--- src/rtl/fb_write_scheduler.sv ---
// fb_write_scheduler
//   Arbitrates the single write port of the 12-bit frame buffer between the
//   camera capture stream, a host/overlay writer and an internal clear engine.
//   Priority is capture > host > clear. A starvation counter forces one host
//   grant after STARVE_LIMIT consecutive host denials.
//
//   Handshake: a requester asserts valid with addr/data and holds all three
//   until it sees ready in the same cycle. The transfer happens when valid and
//   ready are both high, and the write appears on wr_* exactly one cycle later
//   with wr_dv=1. When nothing is written, wr_addr/wr_data keep their last values.
//
//   Optional feature macro: FB_ADDR_CHECK_EN
//     defined   - accepted requests with addr >= DEPTH are dropped (no wr_dv)
//                 and set the sticky addr_err flag.
//     undefined - addresses are forwarded unchanged and addr_err is tied to 0.
module fb_write_scheduler #(
  parameter int                WIDTH        = 12,
  parameter int                DEPTH        = 76800,
  parameter int                AW           = $clog2(DEPTH),
  parameter int                STARVE_LIMIT = 8,
  parameter logic [WIDTH-1:0]  CLEAR_COLOR  = 12'h000
) (
  input  logic             clk,
  input  logic             rst_n,
  input  logic             cap_valid,
  output logic             cap_ready,
  input  logic [AW-1:0]    cap_addr,
  input  logic [WIDTH-1:0] cap_data,
  input  logic             host_valid,
  output logic             host_ready,
  input  logic [AW-1:0]    host_addr,
  input  logic [WIDTH-1:0] host_data,
  input  logic             clear_start,
  output logic             clear_busy,
  output logic             clear_done,
  output logic [AW-1:0]    wr_addr,
  output logic             wr_dv,
  output logic [WIDTH-1:0] wr_data,
  output logic             addr_err
);

  // Counter wide enough to hold STARVE_LIMIT itself (it saturates there).
  localparam int             SW         = $clog2(STARVE_LIMIT + 1);
  localparam logic [SW-1:0]  STARVE_MAX = SW'(STARVE_LIMIT);
  localparam logic [AW-1:0]  LAST_ADDR  = AW'(DEPTH - 1);

  typedef enum logic [1:0] {
    ST_IDLE  = 2'd0,
    ST_CLEAR = 2'd1,
    ST_DONE  = 2'd2
  } clr_state_e;

  clr_state_e       state_q, state_d;
  logic [AW-1:0]    clr_addr_q, clr_addr_d;
  logic [SW-1:0]    starve_cnt_q, starve_cnt_d;
  logic             wr_dv_q, wr_dv_d;
  logic [AW-1:0]    wr_addr_q, wr_addr_d;
  logic [WIDTH-1:0] wr_data_q, wr_data_d;

  logic             force_host;
  logic             cap_acc;
  logic             host_acc;
  logic             clr_wr;
  logic             req_acc;
  logic [AW-1:0]    req_addr;
  logic [WIDTH-1:0] req_data;
  logic             req_bad;

  // Per-cycle arbitration: capture first unless the host is being forced in;
  // the clear engine only gets cycles that neither requester takes.
  always_comb begin
    force_host = (starve_cnt_q == STARVE_MAX);
    cap_ready  = cap_valid & ~force_host;
    host_ready = host_valid & (~cap_valid | force_host);
    cap_acc    = cap_valid & cap_ready;
    host_acc   = host_valid & host_ready;
    clr_wr     = (state_q == ST_CLEAR) & ~cap_acc & ~host_acc;
  end

  // Select the accepted request (at most one of cap_acc/host_acc is high).
  always_comb begin
    req_acc  = cap_acc | host_acc;
    req_addr = cap_acc ? cap_addr : host_addr;
    req_data = cap_acc ? cap_data : host_data;
  end

  // Count consecutive host denials; any grant or idle host restarts the count.
  always_comb begin
    starve_cnt_d = '0;
    if (host_valid && !host_acc) begin
      starve_cnt_d = (starve_cnt_q == STARVE_MAX) ? starve_cnt_q : starve_cnt_q + 1'b1;
    end
  end

`ifdef FB_ADDR_CHECK_EN
  localparam int            AW1     = AW + 1;
  localparam logic [AW:0]   DEPTH_W = AW1'(DEPTH);

  logic addr_err_q, addr_err_d;

  // An accepted request beyond the buffer is swallowed and flagged.
  always_comb begin
    req_bad    = req_acc & ({1'b0, req_addr} >= DEPTH_W);
    addr_err_d = addr_err_q | req_bad;
  end

  // Sticky error flag, cleared only by reset.
  always_ff @(posedge clk or negedge rst_n) begin
    if (!rst_n) begin
      addr_err_q <= 1'b0;
    end else begin
      addr_err_q <= addr_err_d;
    end
  end

  assign addr_err = addr_err_q;
`else
  assign req_bad  = 1'b0;
  assign addr_err = 1'b0;
`endif

  // Next write on the RAM port: accepted request first, else a clear word.
  always_comb begin
    wr_dv_d   = 1'b0;
    wr_addr_d = wr_addr_q;
    wr_data_d = wr_data_q;
    if (req_acc) begin
      if (!req_bad) begin
        wr_dv_d   = 1'b1;
        wr_addr_d = req_addr;
        wr_data_d = req_data;
      end
    end else if (clr_wr) begin
      wr_dv_d   = 1'b1;
      wr_addr_d = clr_addr_q;
      wr_data_d = CLEAR_COLOR;
    end
  end

  // Clear engine: walks 0..DEPTH-1 on spare cycles, then spends one cycle in
  // DONE so clear_done lines up with the registered last clear write.
  always_comb begin
    state_d    = state_q;
    clr_addr_d = clr_addr_q;
    case (state_q)
      ST_IDLE: begin
        if (clear_start) begin
          state_d    = ST_CLEAR;
          clr_addr_d = '0;
        end
      end
      ST_CLEAR: begin
        if (clr_wr) begin
          if (clr_addr_q == LAST_ADDR) begin
            state_d = ST_DONE;
          end else begin
            clr_addr_d = clr_addr_q + 1'b1;
          end
        end
      end
      ST_DONE: begin
        state_d = ST_IDLE;
      end
      default: begin
        state_d = ST_IDLE;
      end
    endcase
  end

  // State, counters and the registered write port.
  always_ff @(posedge clk or negedge rst_n) begin
    if (!rst_n) begin
      state_q      <= ST_IDLE;
      clr_addr_q   <= '0;
      starve_cnt_q <= '0;
      wr_dv_q      <= 1'b0;
      wr_addr_q    <= '0;
      wr_data_q    <= '0;
    end else begin
      state_q      <= state_d;
      clr_addr_q   <= clr_addr_d;
      starve_cnt_q <= starve_cnt_d;
      wr_dv_q      <= wr_dv_d;
      wr_addr_q    <= wr_addr_d;
      wr_data_q    <= wr_data_d;
    end
  end

  assign clear_busy = (state_q != ST_IDLE);
  assign clear_done = (state_q == ST_DONE);
  assign wr_dv      = wr_dv_q;
  assign wr_addr    = wr_addr_q;
  assign wr_data    = wr_data_q;

endmodule

--- config.mk ---
export PLATFORM = sky130hd
export DESIGN_NAME = fb_write_scheduler
export DESIGN_NICKNAME = d
export VERILOG_FILES = /design/src/rtl/fb_write_scheduler.sv
export SDC_FILE = /design/constraint.sdc
export NUM_CORES = 1
export LEC_CHECK = 0
export ABC_AREA = 1
export BUFFER_PORTS_ARGS = -buffer_cell sky130_fd_sc_hd__buf_2
export CELL_PAD_IN_SITES_DETAIL_PLACEMENT = 1
export CELL_PAD_IN_SITES_GLOBAL_PLACEMENT = 2
export CORE_ASPECT_RATIO = 1.25
export CORE_UTILIZATION = 24
export DETAILED_ROUTE_END_ITERATION = 16
export HOLD_SLACK_MARGIN = 0.05
export PLACE_DENSITY_LB_ADDON = 0.12
export SLEW_MARGIN = 5
export SYNTH_ARGS = -nofsm -noshare
export SYNTH_HDL_FRONTEND = slang
export SYNTH_SLANG_ARGS = --single-unit
--- constraint.sdc ---
create_clock -name clk -period 1.6 [get_ports clk]
set_input_delay 0.32 -clock clk [delete_from_list [all_inputs] [get_ports clk]]
set_output_delay 0.32 -clock clk [all_outputs]
set_load 0.005 [all_outputs]
# Yosys cells after proc, flatten, opt, wreduce, memory -nomap -nowiden
# Cells that the tools add are included.
# word_totals
ramBits	0
wordCells	55
mem_count	0
latchBits	0
romBits	0
out_inout_bits	35
inputBits	63
reg_bits	53
# classes
n_shift	0
order_cmp	0
mux	18
reduce_logical	8
eq_ne	9
mul	0
n_bitwise	12
add_sub_neg	2
n_div	0
# ops
cell	n
2-to-1 mux 17 bit	6
2-to-1 mux 12 bit	3
one-hot mux 17 bit (2 select lines)	1
adder 17 x 1 -> 17 bit, second input constant	1
== test 17 bit, second input constant	1
2-to-1 mux 4 bit	2
!= test 2 bit, second input constant	4
bitwise AND 1 bit	6
2-to-1 mux 2 bit	3
nonzero test 2 bit	3
adder 4 x 1 -> 4 bit, second input constant	1
== test 4 bit, second input constant	1
inverter 1 bit	4
one-hot mux 2 bit (2 select lines)	1
AND reduction 4 bit	1
AND reduction 3 bit	1
== test 2 x 1 -> 1 bit, second input constant	1
== test 2 bit, second input constant	1
zero test 2 bit	1
2-to-1 mux 1 bit	2
!= test 2 x 1 -> 1 bit, second input constant	1
bitwise OR 1 bit	2
logical AND 1 bit	1
zero test 1 bit	1

# Depth between registers and ports, before layout
# logic_depth
word_depth	9
depth_mapped	12
depth_no_buf	10

# Worst setup path after synthesis
# OpenSTA, ideal clock, no wires.
# synth_timing
path_type	register to output
from	reg starve_cnt_q[0]
to	out host_ready
stages_incl_launch_ff	8
setup_slack_ns	0.073
path_buffers	1
t_required_ns	1.280
arrival_time_ns	1.207
cell_sequence	dfrtp_1 inv_1 ha_1 nand3_1 nand2_1 inv_2 nor2_1 buf_1
# synth_via
elab_chain_cells	3
# synth_lines
element	line_no	source
start, declared	55	logic [SW-1:0] starve_cnt_q, starve_cnt_d;
start signal, assigned	182	starve_cnt_q <= starve_cnt_d;
== test 4 bit	72	force_host = (starve_cnt_q == STARVE_MAX);
bitwise OR 1 bit	74	host_ready = host_valid & (~cap_valid | force_host);
bitwise AND 1 bit	74	
end, declared	30	output logic host_ready,
# Every way passes these cells.

# Final worst setup path
# layout_timing
from	reg starve_cnt_q[1]
to	out cap_ready
# layout_via
elab_chain_cells	3
# layout_lines
element	line_no	source
== test 4 bit	72	
inverter 1 bit	73	cap_ready = cap_valid & ~force_host;
bitwise AND 1 bit	73	
end, declared	26	output logic cap_ready,
# Every way passes these cells.

==> results.txt <==
outcome: finished, violations left
violations in the final reports: setup timing
most frequent cell after synthesis: nand2_1
Die H: 129 µm
port buffer count: 96
proportion of layout cells with a drive suffix above 1: 47.8%
placed cell area: 4120 µm²
top cell type's share of synthesized area: 42.9%
Placement Rows: 45
largest net degree at the start of global routing: 54
grt ovf: 0
Post-Syn Area: 3090 µm²
#FFs+latches synth: 53
Min-Delay Path Depth: 3
CP Max Fanout: 3
starting density of the core: 25.0%
Detailed Routing Iterations Pass 1: 4
max-slew violation count: 0
synth cell count leaders: nand2_1, dfrtp_1, nor2_1, nand3_1, inv_1
H-tree Lvls: 2
post-synth top area cell: dfrtp_1
r2r worst-path depth: 12
met3 WL: 455 µm
yosys warns: 0
CTS Buf Count: 5
asr flop ratio synth: 100%
initial antenna violation count: 0
Compound-Gate Fraction of Synth Area: 3.32%
DRC: 0
sequential fraction of the synthesis area: 42.9%
vias in the first global route: 3606
PnR worst setup slack: -0.0370 ns
post-synth net total: 510
Max Root-Sink Buffers: 2
DIE WIDTH: 103 µm
final setup vio count: 2
GR Util All Layers: 18.0%
CP Capture Type: output port
Critical Setup Path Class: flip-flop to output port
unrepaired setup endpoints after global routing: yes
clk root buf: clkbuf_16
drt total wl: 11.7 mm
DR WL/cell: 15.3 µm
adder-cell share of the synthesized area: 1.22%
xor-xnor portion of the synthesized cell area: 1.42%
Nets: 670
Filler cells: 1552
dominant synthesized flop cell: dfrtp_1
sequential cell area: 1330 µm²
area occupied by multi-input gates: 2000 µm²
CP startpoint kind: flip-flop
WHS: 0.238 ns
Worst EP required: 1.28 ns
Post-synth EDFFs: 0
Leak: 0.00272 µW
RD Place Congestion: 0.799
worst hold path class: input pin to flip-flop
final instance area: 5030 µm²
syn avg cell area: 6.95 µm²
first-pass GRT wire length: 18.2 mm
Final ANT Viol Nets: 0
crit path DAT: 1.32 ns
core box area: 12300 µm²
Synth Area in Simple Gates: 44.1%
clk slew on worst S/H paths: 0.07 ns
top-level I/O count: 98
Synth cell types: 29
minimum clock period after layout: 1.64 ns
top layer in use: met4
n_diodes: 0
synth top area cells: dfrtp_1, nand2_1, nand3_1, nor2_1, inv_1
Max rail drop VDD: 0.458 mV
fmax: 611 MHz
hpwl dp: 8.37 mm
Tcrit/Tclk final: 102%
Final Skew: 0.00790 ns
Clock Sinks: 53
Initial DRC Count: 57
main combinational cell family by area after synthesis: simple AND/OR/NAND/NOR gates
Mapped Cells: 444
wl on met1: 4.88 mm
pwr/cell area: 954 nW/µm²
max cap viols: 0
Via Count: 3435
via-per-instance ratio: 4.47
Total Die Area: 13300 µm²
routed wl met2: 6.28 mm
Area Overhead vs Synth: 62.8%
CTS tree: done
multiplexer share of the synthesized area: 0%
worst skew pair latency: 0.30 ns
endpoints failing hold: 0
[cells by family after synthesis]
family	Yosys count
buf+inv	46
compound gates	17
xor+xnor	5
flops	53
simple gates	319
other cells	1
fa+ha+maj	3
[cell type report]
cell class / instances / area share (%)
sequential: 53 / 26.4
clock buffer: 6 / 2.56
inverter: 30 / 2.51
timing repair buffer: 166 / 24.5
clock inverter: 2 / 0.299
multi-input combinational: 348 / 39.7
tap: 164 / 4.08
[report_power, final]
group / leakage (µW) / switching [µW] / internal (µW) / total (µW)
clock network: 0.0000631 / 527 / 583 / 1110
registers: 0.000681 / 144 / 1520 / 1670
logic: 0.00198 / 1130 / 892 / 2020
[placed cells by master (no fill, tap or decap), types with 6 or more instances in the layout]
cell       Yosys  layout
nand3_2        0      22
inv_1         27      25
nand3_1       37      14
buf_6          3      13
nand2_1      218     164
nand2_2        7      47
clkbuf_16      0       6
buf_2          7      94
dfrtp_1       53      52
buf_4          2      44
nor2_2         1       7
nand2_4        2      16
nor2_1        42      35
buf_12         0       8
nand3_4        2       6
[critical path, stage by stage (launching register included)]
cell and delay (ns):
dfrtp_1 0.40, inv_2 0.07, ha_4 0.14, nand3_4 0.06, nand2_4 0.08, inv_6 0.04
buf_12 0.12, buf_6 0.10
[path summary, 6_finish.rpt]
path	from	end	slack [ns]
max	starve_cnt_q[1]	cap_ready	-0.04
min	host_data[1]	wr_data[1]	0.24
max reg2reg	starve_cnt_q[1]	wr_addr[12]	0.01
min reg2reg	wr_addr[16]	wr_addr[16]	0.48
max in group asynchronous	rst_n	wr_addr[10]	0.77
min in group asynchronous	rst_n	wr_addr[4]	0.53
[per-stage QoR]
stage | util [%] | setup slack, ns | power (µW) | setup TNS, ns | std cells
2_1_floorplan | - | 0.0729 | 2430 | 0 | 444
3_3_place_gp | 33.4 | 0.0165 | 3150 | 0 | 737
3_5_place_dp | 33.4 | -0.0159 | 3170 | -0.0633 | 737
4_1_cts | 38.3 | -0.114 | 4670 | -1.37 | 764
5_1_grt | 40.8 | -0.107 | 5100 | -2.48 | 769
6_report | 40.8 | -0.0370 | 4790 | -0.0706 | 769
[metal layers]
layer,GRT usage (%),vias to the layer above
met4,4.89,0
li1,-,1705
met5,0,-
met3,2.17,8
met2,33.7,68
met1,21.1,1654
[sequential cells by signal, indices dropped and copies added, names as in the netlist]
register / flops
state_q: 2
wr_addr: 17
starve_cnt_q: 4
wr_data: 12
clr_addr_q: 17
wr_dv: 1
[repair_timing]
item,CTS,global route
hold buffers,1,0
setup buffers,18,5
resized for setup,77,75
gates cloned,4,3
hold endpoints to repair,53,0
endpoints found under the setup margin,33,50
pin swaps,23,15
Note: power is estimated with default switching activity, not from simulation.
